$ cat config.mk
export PLATFORM = sky130hd
export DESIGN_NAME = amo_bus_ctrl
export DESIGN_NICKNAME = d
export VERILOG_FILES = /design/src/rtl/amo_bus_ctrl.sv
export SDC_FILE = /design/constraint.sdc
export NUM_CORES = 1
export LEC_CHECK = 0
export CORE_AREA = 2 2 231 233
export DETAILED_ROUTE_END_ITERATION = 7
export DIE_AREA = 0 0 233 235
export HOLD_SLACK_MARGIN = 0.12
export PLACE_DENSITY = 0.63
export REMOVE_ABC_BUFFERS = 1
export SLEW_MARGIN = 25
export SYNTH_ARGS = -nofsm -noshare
export SYNTH_HDL_FRONTEND = slang
export SYNTH_SLANG_ARGS = --single-unit
$ cat constraint.sdc
create_clock -name clk -period 3.6 [get_ports clk]
set_input_delay 0.72 -clock clk [delete_from_list [all_inputs] [get_ports clk]]
set_output_delay 0.72 -clock clk [all_outputs]
set_load 0.005 [all_outputs]
$ cat src/rtl/amo_bus_ctrl.sv
// Uncached atomic read-modify-write sequencer: locked bus read, one cycle for the
// external amoalu, locked bus write of the result, then a single-cycle response.
module amo_bus_ctrl #(
  parameter int XLEN    = 64,
  parameter int PA_BITS = 56,
  parameter int TIMEOUT = 255
) (
  input  logic               clk,
  input  logic               reset,
  input  logic               ReqValidM,
  output logic               ReqReadyM,
  input  logic [PA_BITS-1:0] ReqAdrM,
  input  logic [6:0]         ReqFunct7M,
  input  logic [2:0]         ReqFunct3M,
  input  logic [XLEN-1:0]    ReqWDataM,
  output logic               RspValid,
  output logic [XLEN-1:0]    RspRData,
  output logic               RspErr,
  output logic [XLEN-1:0]    AluReadData,
  output logic [XLEN-1:0]    AluWriteData,
  output logic [6:0]         AluFunct7,
  output logic [2:0]         AluFunct3,
  input  logic [XLEN-1:0]    AluResult,
  output logic               BusReq,
  output logic               BusWrite,
  output logic               BusLock,
  output logic [PA_BITS-1:0] BusAdr,
  output logic [1:0]         BusSize,
  output logic [XLEN-1:0]    BusWData,
  input  logic               BusAck,
  input  logic               BusErr,
  input  logic [XLEN-1:0]    BusRData,
  output logic               Busy,
  output logic [2:0]         dbg_state
);

  // Handshakes: a request transfers on a cycle where ReqValidM & ReqReadyM are both
  // high; a bus phase holds BusReq with stable BusAdr/BusSize/BusWData until a cycle
  // with BusAck or BusErr (BusErr wins), or until the wait counter expires.

  typedef enum logic [2:0] {
    IDLE  = 3'd0,
    READ  = 3'd1,
    CALC  = 3'd2,
    WRITE = 3'd3,
    RESP  = 3'd4
  } state_t;

  localparam logic [7:0] TO_LIMIT = 8'(TIMEOUT);

  state_t             state_q, state_d;
  logic [PA_BITS-1:0] adr_q;
  logic [6:0]         funct7_q;
  logic [2:0]         funct3_q;
  logic [XLEN-1:0]    rs2_q;
  logic [XLEN-1:0]    rdata_q;
  logic [XLEN-1:0]    wdata_q;
  logic [XLEN-1:0]    rsp_rdata_q;
  logic               rsp_err_q;
  logic [7:0]         to_cnt_q;

  logic               accept;
  logic               size_word, size_dword, req_bad;
  logic               phase_timeout;
  logic               resp_load, resp_err_d, resp_zero;
  logic [XLEN-1:0]    rd_ext;

  assign accept     = ReqValidM && (state_q == IDLE);
  assign size_word  = (ReqFunct3M == 3'b010);
  assign size_dword = (ReqFunct3M == 3'b011) && (XLEN == 64);
  assign req_bad    = !(size_word || size_dword) ||
                      (size_word  && (ReqAdrM[1:0] != 2'b00)) ||
                      (size_dword && (ReqAdrM[2:0] != 3'b000));

  assign phase_timeout = !BusAck && !BusErr && (to_cnt_q == TO_LIMIT);

  // Word reads return the low 32 bits sign-extended to the full register width.
  always_comb begin
    rd_ext = BusRData;
    if (funct3_q == 3'b010) begin
      for (int i = 32; i < XLEN; i++) rd_ext[i] = BusRData[31];
    end
  end

  always_comb begin
    state_d    = state_q;
    resp_load  = 1'b0;
    resp_err_d = 1'b0;
    resp_zero  = 1'b0;
    case (state_q)
      IDLE: begin
        if (ReqValidM) begin
          if (req_bad) begin
            state_d    = RESP;
            resp_load  = 1'b1;
            resp_err_d = 1'b1;
            resp_zero  = 1'b1;
          end else begin
            state_d = READ;
          end
        end
      end
      READ: begin
        if (BusErr || phase_timeout) begin
          state_d    = RESP;
          resp_load  = 1'b1;
          resp_err_d = 1'b1;
          resp_zero  = 1'b1;
        end else if (BusAck) begin
          state_d = CALC;
        end
      end
      CALC: state_d = WRITE;
      WRITE: begin
        if (BusErr || phase_timeout) begin
          state_d    = RESP;
          resp_load  = 1'b1;
          resp_err_d = 1'b1;
        end else if (BusAck) begin
          state_d   = RESP;
          resp_load = 1'b1;
        end
      end
      RESP:    state_d = IDLE;
      default: state_d = IDLE;
    endcase
  end

  always_ff @(posedge clk) begin
    if (!reset) begin
      state_q     <= IDLE;
      adr_q       <= '0;
      funct7_q    <= '0;
      funct3_q    <= '0;
      rs2_q       <= '0;
      rdata_q     <= '0;
      wdata_q     <= '0;
      rsp_rdata_q <= '0;
      rsp_err_q   <= 1'b0;
      to_cnt_q    <= '0;
    end else begin
      state_q <= state_d;
      if (accept) begin
        adr_q       <= ReqAdrM;
        funct7_q    <= ReqFunct7M;
        funct3_q    <= ReqFunct3M;
        rs2_q       <= ReqWDataM;
        rdata_q     <= '0;
        rsp_rdata_q <= '0;
        rsp_err_q   <= 1'b0;
      end
      if ((state_q == READ) && BusAck && !BusErr) rdata_q <= rd_ext;
      if (state_q == CALC) wdata_q <= AluResult;
      // Response registers hold after RESP so the LSU can sample them late.
      if (resp_load) begin
        rsp_rdata_q <= resp_zero ? '0 : rdata_q;
        rsp_err_q   <= resp_err_d;
      end
      if (((state_d == READ) && (state_q != READ)) ||
          ((state_d == WRITE) && (state_q != WRITE))) begin
        to_cnt_q <= '0;
      end else if (((state_q == READ) || (state_q == WRITE)) && (to_cnt_q != 8'hFF)) begin
        to_cnt_q <= to_cnt_q + 8'd1;
      end
    end
  end

  assign ReqReadyM    = (state_q == IDLE);
  assign Busy         = (state_q != IDLE);
  assign RspValid     = (state_q == RESP);
  assign RspRData     = rsp_rdata_q;
  assign RspErr       = rsp_err_q;
  assign BusReq       = (state_q == READ) || (state_q == WRITE);
  assign BusWrite     = (state_q == WRITE);
  assign BusLock      = (state_q == READ) || (state_q == CALC) || (state_q == WRITE);
  assign BusAdr       = adr_q;
  assign BusSize      = funct3_q[1:0];
  assign BusWData     = wdata_q;
  assign AluReadData  = rdata_q;
  assign AluWriteData = rs2_q;
  assign AluFunct7    = funct7_q;
  assign AluFunct3    = funct3_q;
  assign dbg_state    = state_q;

endmodule

==> results.py, run 1 <==
metrics = {
    "outcome": {
        "status": "completed",
    },
    "logic_synthesis": {
        "synth_fa_ha_area_share_pct": 0.09923,
        "yosysSeqAreaShare_pct": 53.03,
        "synth_warnings": 0,
        "ys_async_sr_fraction_pct": 0,
        "synth-compound-area-share_pct": 20.24,
        "netlist_instances": 1397,
        "synth_xor_area_share_pct": 0.06946,
        "synth_top_family_by_area": "compound AO/OA/AOI/OAI gates",
        "synth-edff-count": 0,
        "syn_area_per_cell_um2": 9.026,
        "synth_cell_type_count": 41,
        "ys_ff_latch": 334,
        "netlist_area_um2": 12610,
        "muxShareOfSynthArea_pct": 2.620,
        "dominantRegCellSynth": "dfxtp_1",
        "yosys.area_share.simple_pct": 19.42,
    },
    "global_route": {
        "grt_pass1_wl_um": 66350,
        "grt.busiest_layer": "met2",
        "antenna_found_initial": 0,
        "use_met3_pct": 3.944,
        "grt_usage_pct": 15.21,
        "grt.met1_usage_pct": 18.10,
        "grt_pass1_vias": 11620,
        "met2_usage_pct": 26.45,
        "grt_max_degree": 209,
        "overflow": 0,
    },
    "hold_path": {
        "holdPathStages": 2,
        "worstHoldEndpoint": "AluWriteData[42]",
        "worstHoldStart": "AluWriteData[42]",
        "hp-class": "flip-flop to flip-flop",
    },
    "placement": {
        "gp_congestion": 0.8221,
        "io_buffers": 596,
        "dp_hpwl_um": 30260,
        "post_dp_cell_area_um2": 19110,
    },
    "routing": {
        "first_iter_violations": 579,
        "totalWireLength_um": 43830,
        "drt-wirelength-per-cell_um": 16.56,
        "dr.pass1.iters": 5,
        "drc": 0,
        "routed_via_density": 4.385,
        "antenna_left": 0,
        "vias": 11600,
    },
    "floorplan": {
        "num_io_pins": 597,
        "die_h_um": 235,
        "num_rows": 84,
        "start_util_pct": 24.14,
        "fp.dieW_um": 233,
        "dieArea_um2": 54760,
        "core_um2": 52240,
    },
    "timing": {
        "final_max_slew_viol_count": 0,
        "min_period_over_period_pct": 78.92,
        "rsz0062_at_grt": "no",
        "setup_viol": 0,
        "hold_slack_ps": 459.1,
        "worst_pin_slew_ps": 1112,
        "skew_ps": 20.74,
        "max_freq_mhz": 352.0,
        "slew_headroom_pct": 25.86,
        "finalHoldViolCount": 0,
        "period_needed_ps": 2841,
    },
    "setup_path": {
        "start_kind": "flip-flop",
        "reg2regPathDepth": 6,
        "path_max_fanout": 10,
        "slowest_stage": "dfxtp_1",
        "cp_cell_sequence": "nor2b_1 -> buf_4 -> and2_1 -> clkdlybuf4s50_1",
        "r2r_setup_slack_ps": 850,
        "cp.required_ps": 2880,
        "worst-path-buf-inv": 2,
        "worst_ep_arrival_time_ps": 2120,
        "cpPeakStageDelay_ps": 560,
        "r2r-start": "to_cnt_q[0]",
        "crit_type": "flip-flop to primary output",
        "end_kind": "primary output",
        "worstReg2RegEnd": "RspRData[25]",
        "critical-path-top-delay-family": "buffers and inverters",
    },
    "clock_network": {
        "ctsRootBufferMaster": "clkbuf_16",
        "htreeDepth": 2,
        "hold_buffers": 0,
        "clkSinkCount": 334,
        "clock_latency_ps": 540,
        "ctsResizeCount": 0,
        "cts_tree": "built",
        "cts_setup_buffers": 0,
        "cts_buffers": 39,
        "clockBufferDepth": 3,
        "clk_pin_slew_ps": 60,
    },
    "run": {
        "drv_cap": 0,
    },
    "cells_and_area": {
        "final_area_um2": 20360,
        "synthToLayoutAreaGrowth_pct": 61.46,
        "antenna_cells": 0,
        "final_cell_mix": "clkdlybuf4s50_1, nand2_1, dfxtp_1",
        "drive_above_1_share_pct": 4.341,
        "final_common_cell": "clkdlybuf4s50_1",
        "fin_nets": 2196,
    },
    "power_and_ir_drop": {
        "power.leakage_nw": 7.596,
        "p_per_area_nw_per_um2": 421.9,
        "peakVddDrop_v": 0.0003374,
    },
}
[power breakdown]
part	internal, mW	switching [mW]
clock network	2.28	1.55
logic	0.538	0.364
registers	3.80	0.0566
total	6.62	1.97
[logic make-up (layout without fill, tap and decap cells)]
group,after synthesis,in the layout
flip-flops,334,334
adder cells (fa/ha/maj),1,1
XOR/XNOR,1,1
AND/OR/NAND/NOR,563,563
AO/OA/AOI/OAI,343,343
buffers and inverters,122,683
multiplexers,33,33
[flip-flops by register name, indices dropped and copies added, names as in the netlist]
register / flops
AluReadData: 64
AluWriteData: 64
BusWData: 64
RspRData: 64
BusAdr: 56
to_cnt_q: 8
AluFunct7: 7
AluFunct3: 3
dbg_state: 3
RspErr: 1
[routing by layer]
| layer | part of all wire [%] | routed length (um) |
|---|---|---|
| met5 | 0 | 0 |
| met4 | 2.5 | 1095 |
| met3 | 6.8 | 2996 |
| met2 | 49 | 21450 |
| met1 | 42 | 18290 |
[layout make-up]
type,instances,area (um^2)
fillers,5146,31880
flip-flops and latches,334,6686
repair buffers,611,6142
multi-input cells,941,5403
clock buffers,61,1200
well taps,688,860.8
clock inverters,6,48.80
inverters,5,18.77
[worst max path at each step]
stage                             from           to  cells after the start
after floorplan              ReqValidM  to_cnt_q[2]                      4
after global placement      ReqAdrM[0]  to_cnt_q[2]                      6
after detailed placement    ReqAdrM[0]  to_cnt_q[5]                      6
after CTS                 dbg_state[0]     BusWrite                      4
after global routing      dbg_state[0]     BusWrite                      4
final                     dbg_state[0]     BusWrite                      4
[per-stage QoR]
stage | total power [mW] | utilization, % | setup slack, ps | TNS (ps) | instances
floorplan | 4.192 | - | -3376 | -520080 | 1280
global placement | 4.833 | 36.59 | 728.7 | 0 | 2579
detailed placement | 4.845 | 36.59 | 642.5 | 0 | 2579
CTS | 8.734 | 38.98 | 716.1 | 0 | 2646
global route | 8.957 | 38.98 | 615.4 | 0 | 2646
finish | 8.589 | 38.98 | 758.7 | 0 | 2646
[synth_stat cells (2+ instances only)]
master / instances / area, um^2
o211ai_1: 2 / 15.01
and2_1: 23 / 143.9
mux2i_1: 33 / 330.3
a21oi_1: 41 / 205.2
nand2_1: 394 / 1479
or3_1: 3 / 18.77
a21boi_0: 194 / 1456
and3_1: 33 / 206.5
nor3_1: 8 / 40.04
buf_2: 24 / 120.1
nor4b_1: 2 / 17.52
nand3_1: 5 / 25.02
dfxtp_1: 334 / 6686
buf_4: 2 / 15.01
nor2_1: 40 / 150.1
buf_6: 10 / 112.6
clkbuf_1: 73 / 274.0
nor2b_1: 33 / 206.5
o21a_1: 32 / 240.2
inv_1: 5 / 18.77
and2_0: 11 / 68.82
buf_1: 8 / 30.03
a22o_1: 64 / 560.5
nand4_1: 3 / 18.77
o21ai_0: 4 / 20.02
[worst reg2reg max path: cells and delay by family, from the launching register on]
kind | cells | cell delay, ps
AOI/OAI and AO/OA | 2 | 860
buffers and inverters | 1 | 640
and+or+nand+nor | 2 | 520
DFF | 1 | 370
adders and majority gates | 1 | 300
Power figures use the tool's default switching activity.
==> inputs of run 2 (changes only) <==
- CORE_AREA: 2 2 231 233 -> 2 2 232 234
- DIE_AREA: 0 0 233 235 -> 0 0 234 236
- clock period: 3.6 -> 2.9 ns (I/O delays scaled with it)
==> run 2 against run 1 <==
Clock skew is 11 ps lower. Utilization decreased by 0.43 points. Sequential power is 24% higher. Worst hold slack is essentially flat. Critical path depth fell by 1. Non-clock buffer count up 8. Wire length grew 1.7%. Count of clock-buffer cells in the layout shrank 4. Via count is 1.7% higher. Combinational power rose by 26%. Final cell count grew 0.53%. Register-to-register slack worse by 360 ps. Critical endpoint unchanged. Largest cell class unchanged. Largest power group unchanged.
==> results.py, run 2 (same netlist as run 1, synthesis figures left out) <==
metrics = {
    "outcome": {
        "status": "completed",
    },
    "setup_path": {
        "slowest_stage": "dfxtp_1",
        "reg2regPathDepth": 6,
        "critical-path-top-delay-family": "flip-flops",
        "worst_ep_arrival_time_ps": 2050,
        "cp.required_ps": 2320,
        "cpPeakStageDelay_ps": 550,
        "path_max_fanout": 9,
        "worst-path-buf-inv": 1,
        "end_kind": "primary output",
        "crit_type": "flip-flop to primary output",
        "cp_cell_sequence": "nor2b_1 -> and2_1 -> clkdlybuf4s50_1",
        "start_kind": "flip-flop",
        "crit_cells": 3,
    },
    "placement": {
        "dp_hpwl_um": 30840,
        "io_buffers": 596,
        "gp_congestion": 0.8421,
        "post_dp_cell_area_um2": 19230,
    },
    "clock_network": {
        "cts_setup_buffers": 0,
        "cts_buffers": 40,
        "clockBufferDepth": 3,
        "clock_latency_ps": 540,
        "clk_pin_slew_ps": 50,
        "clkSinkCount": 334,
        "cts_tree": "built",
        "hold_buffers": 0,
        "ctsRootBufferMaster": "clkbuf_16",
        "ctsResizeCount": 0,
        "htreeDepth": 2,
    },
    "cells_and_area": {
        "final_area_um2": 20460,
        "fin_nets": 2205,
        "final_common_cell": "clkdlybuf4s50_1",
        "synthToLayoutAreaGrowth_pct": 62.23,
        "final_cell_mix": "clkdlybuf4s50_1, nand2_1, dfxtp_1",
        "antenna_cells": 0,
        "drive_above_1_share_pct": 4.633,
        "nFillCells": 5225,
    },
    "global_route": {
        "grt_max_degree": 147,
        "grt_usage_pct": 15.30,
        "overflow": 0,
        "grt_pass1_vias": 11610,
        "grt_pass1_wl_um": 66610,
        "antenna_found_initial": 2,
    },
    "floorplan": {
        "fp.dieW_um": 234,
        "core_um2": 53070,
        "dieArea_um2": 55220,
        "num_rows": 85,
        "start_util_pct": 23.76,
        "die_h_um": 236,
        "num_io_pins": 597,
    },
    "timing": {
        "period_needed_ps": 2625,
        "worst_pin_slew_ps": 819.4,
        "rsz0062_at_grt": "no",
        "min_period_over_period_pct": 90.52,
        "skew_ps": 9.525,
        "max_freq_mhz": 380.9,
        "final_max_slew_viol_count": 0,
        "finalHoldViolCount": 0,
        "hold_slack_ps": 458.7,
        "setup_viol": 0,
        "slew_headroom_pct": 44.61,
    },
    "power_and_ir_drop": {
        "peakVddDrop_v": 0.0003949,
        "power.leakage_nw": 7.635,
        "p_per_area_nw_per_um2": 522.9,
    },
    "routing": {
        "first_iter_violations": 551,
        "vias": 11800,
        "totalWireLength_um": 44590,
        "drt-wirelength-per-cell_um": 16.76,
        "dr.pass1.iters": 7,
        "antenna_left": 0,
        "drc": 0,
        "routed_via_density": 4.438,
    },
    "hold_path": {
        "hp-class": "flip-flop to flip-flop",
        "holdPathStages": 2,
    },
    "run": {
        "drv_cap": 0,
    },
}
run 2: cell types whose count changed in the layout (fill, tap and decap cells not counted):
cell	change
clkbuf_8	-5
buf_12	+4
clkinv_8	-1
inv_6	-1
clkinvlp_4	+2
clkbuf_16	+1
clkinv_2	+2
bufinv_16	+1
buf_4	+4
clkinv_4	-1
run 2: routing by layer:
| metal | track usage (%) | routed length [um] |
|---|---|---|
| met1 | 18.00 | 18150 |
| met4 | 5.639 | 1353 |
| met2 | 26.32 | 21770 |
| met5 | 0 | 30 |
| met3 | 4.231 | 3292 |
run 2: layout make-up:
type,instances,area (um^2),share of cell area (%)
Inverter,5,18.77,0.09174
Clock inverter,8,70.07,0.3425
Tap cell,696,870.8,4.257
Timing Repair Buffer,619,6252,30.56
Multi-Input combinational cell,941,5403,26.41
Clock buffer,57,1156,5.651
Sequential cell,334,6686,32.69
run 2: worst paths after layout:
| check | startpoint | end | slack, ps |
|---|---|---|---|
| max | dbg_state[0] | BusWrite | 270 |
| min | BusWData[18] | BusWData[18] | 460 |
| max reg2reg | to_cnt_q[0] | RspRData[36] | 490 |
| min reg2reg | BusWData[18] | BusWData[18] | 460 |
run 2: per-stage QoR:
step           cells  TNS, ps  setup WS, ps  util (%)  power (mW)
3_5_place_dp    2595        0         175.9     36.24       6.042
4_1_cts         2660        0         193.8     38.55       10.89
2_1_floorplan   1280  -670720         -3936         -       5.204
3_3_place_gp    2595        0         249.8     36.24       6.022
5_1_grt         2660        0         106.7     38.55       11.15
6_report        2660        0         274.9     38.55       10.70
run 2: worst min-delay path, cell delays in order, from the launching register on:
cell      delay, ps
dfxtp_1         300
nand2_1          40
a21boi_0         60
run 2: power by group:
part	internal, mW	switching [mW]	leakage [nW]
registers	4.72	0.0722	2.71
logic	0.681	0.464	4.32
clock network	2.84	1.93	0.600
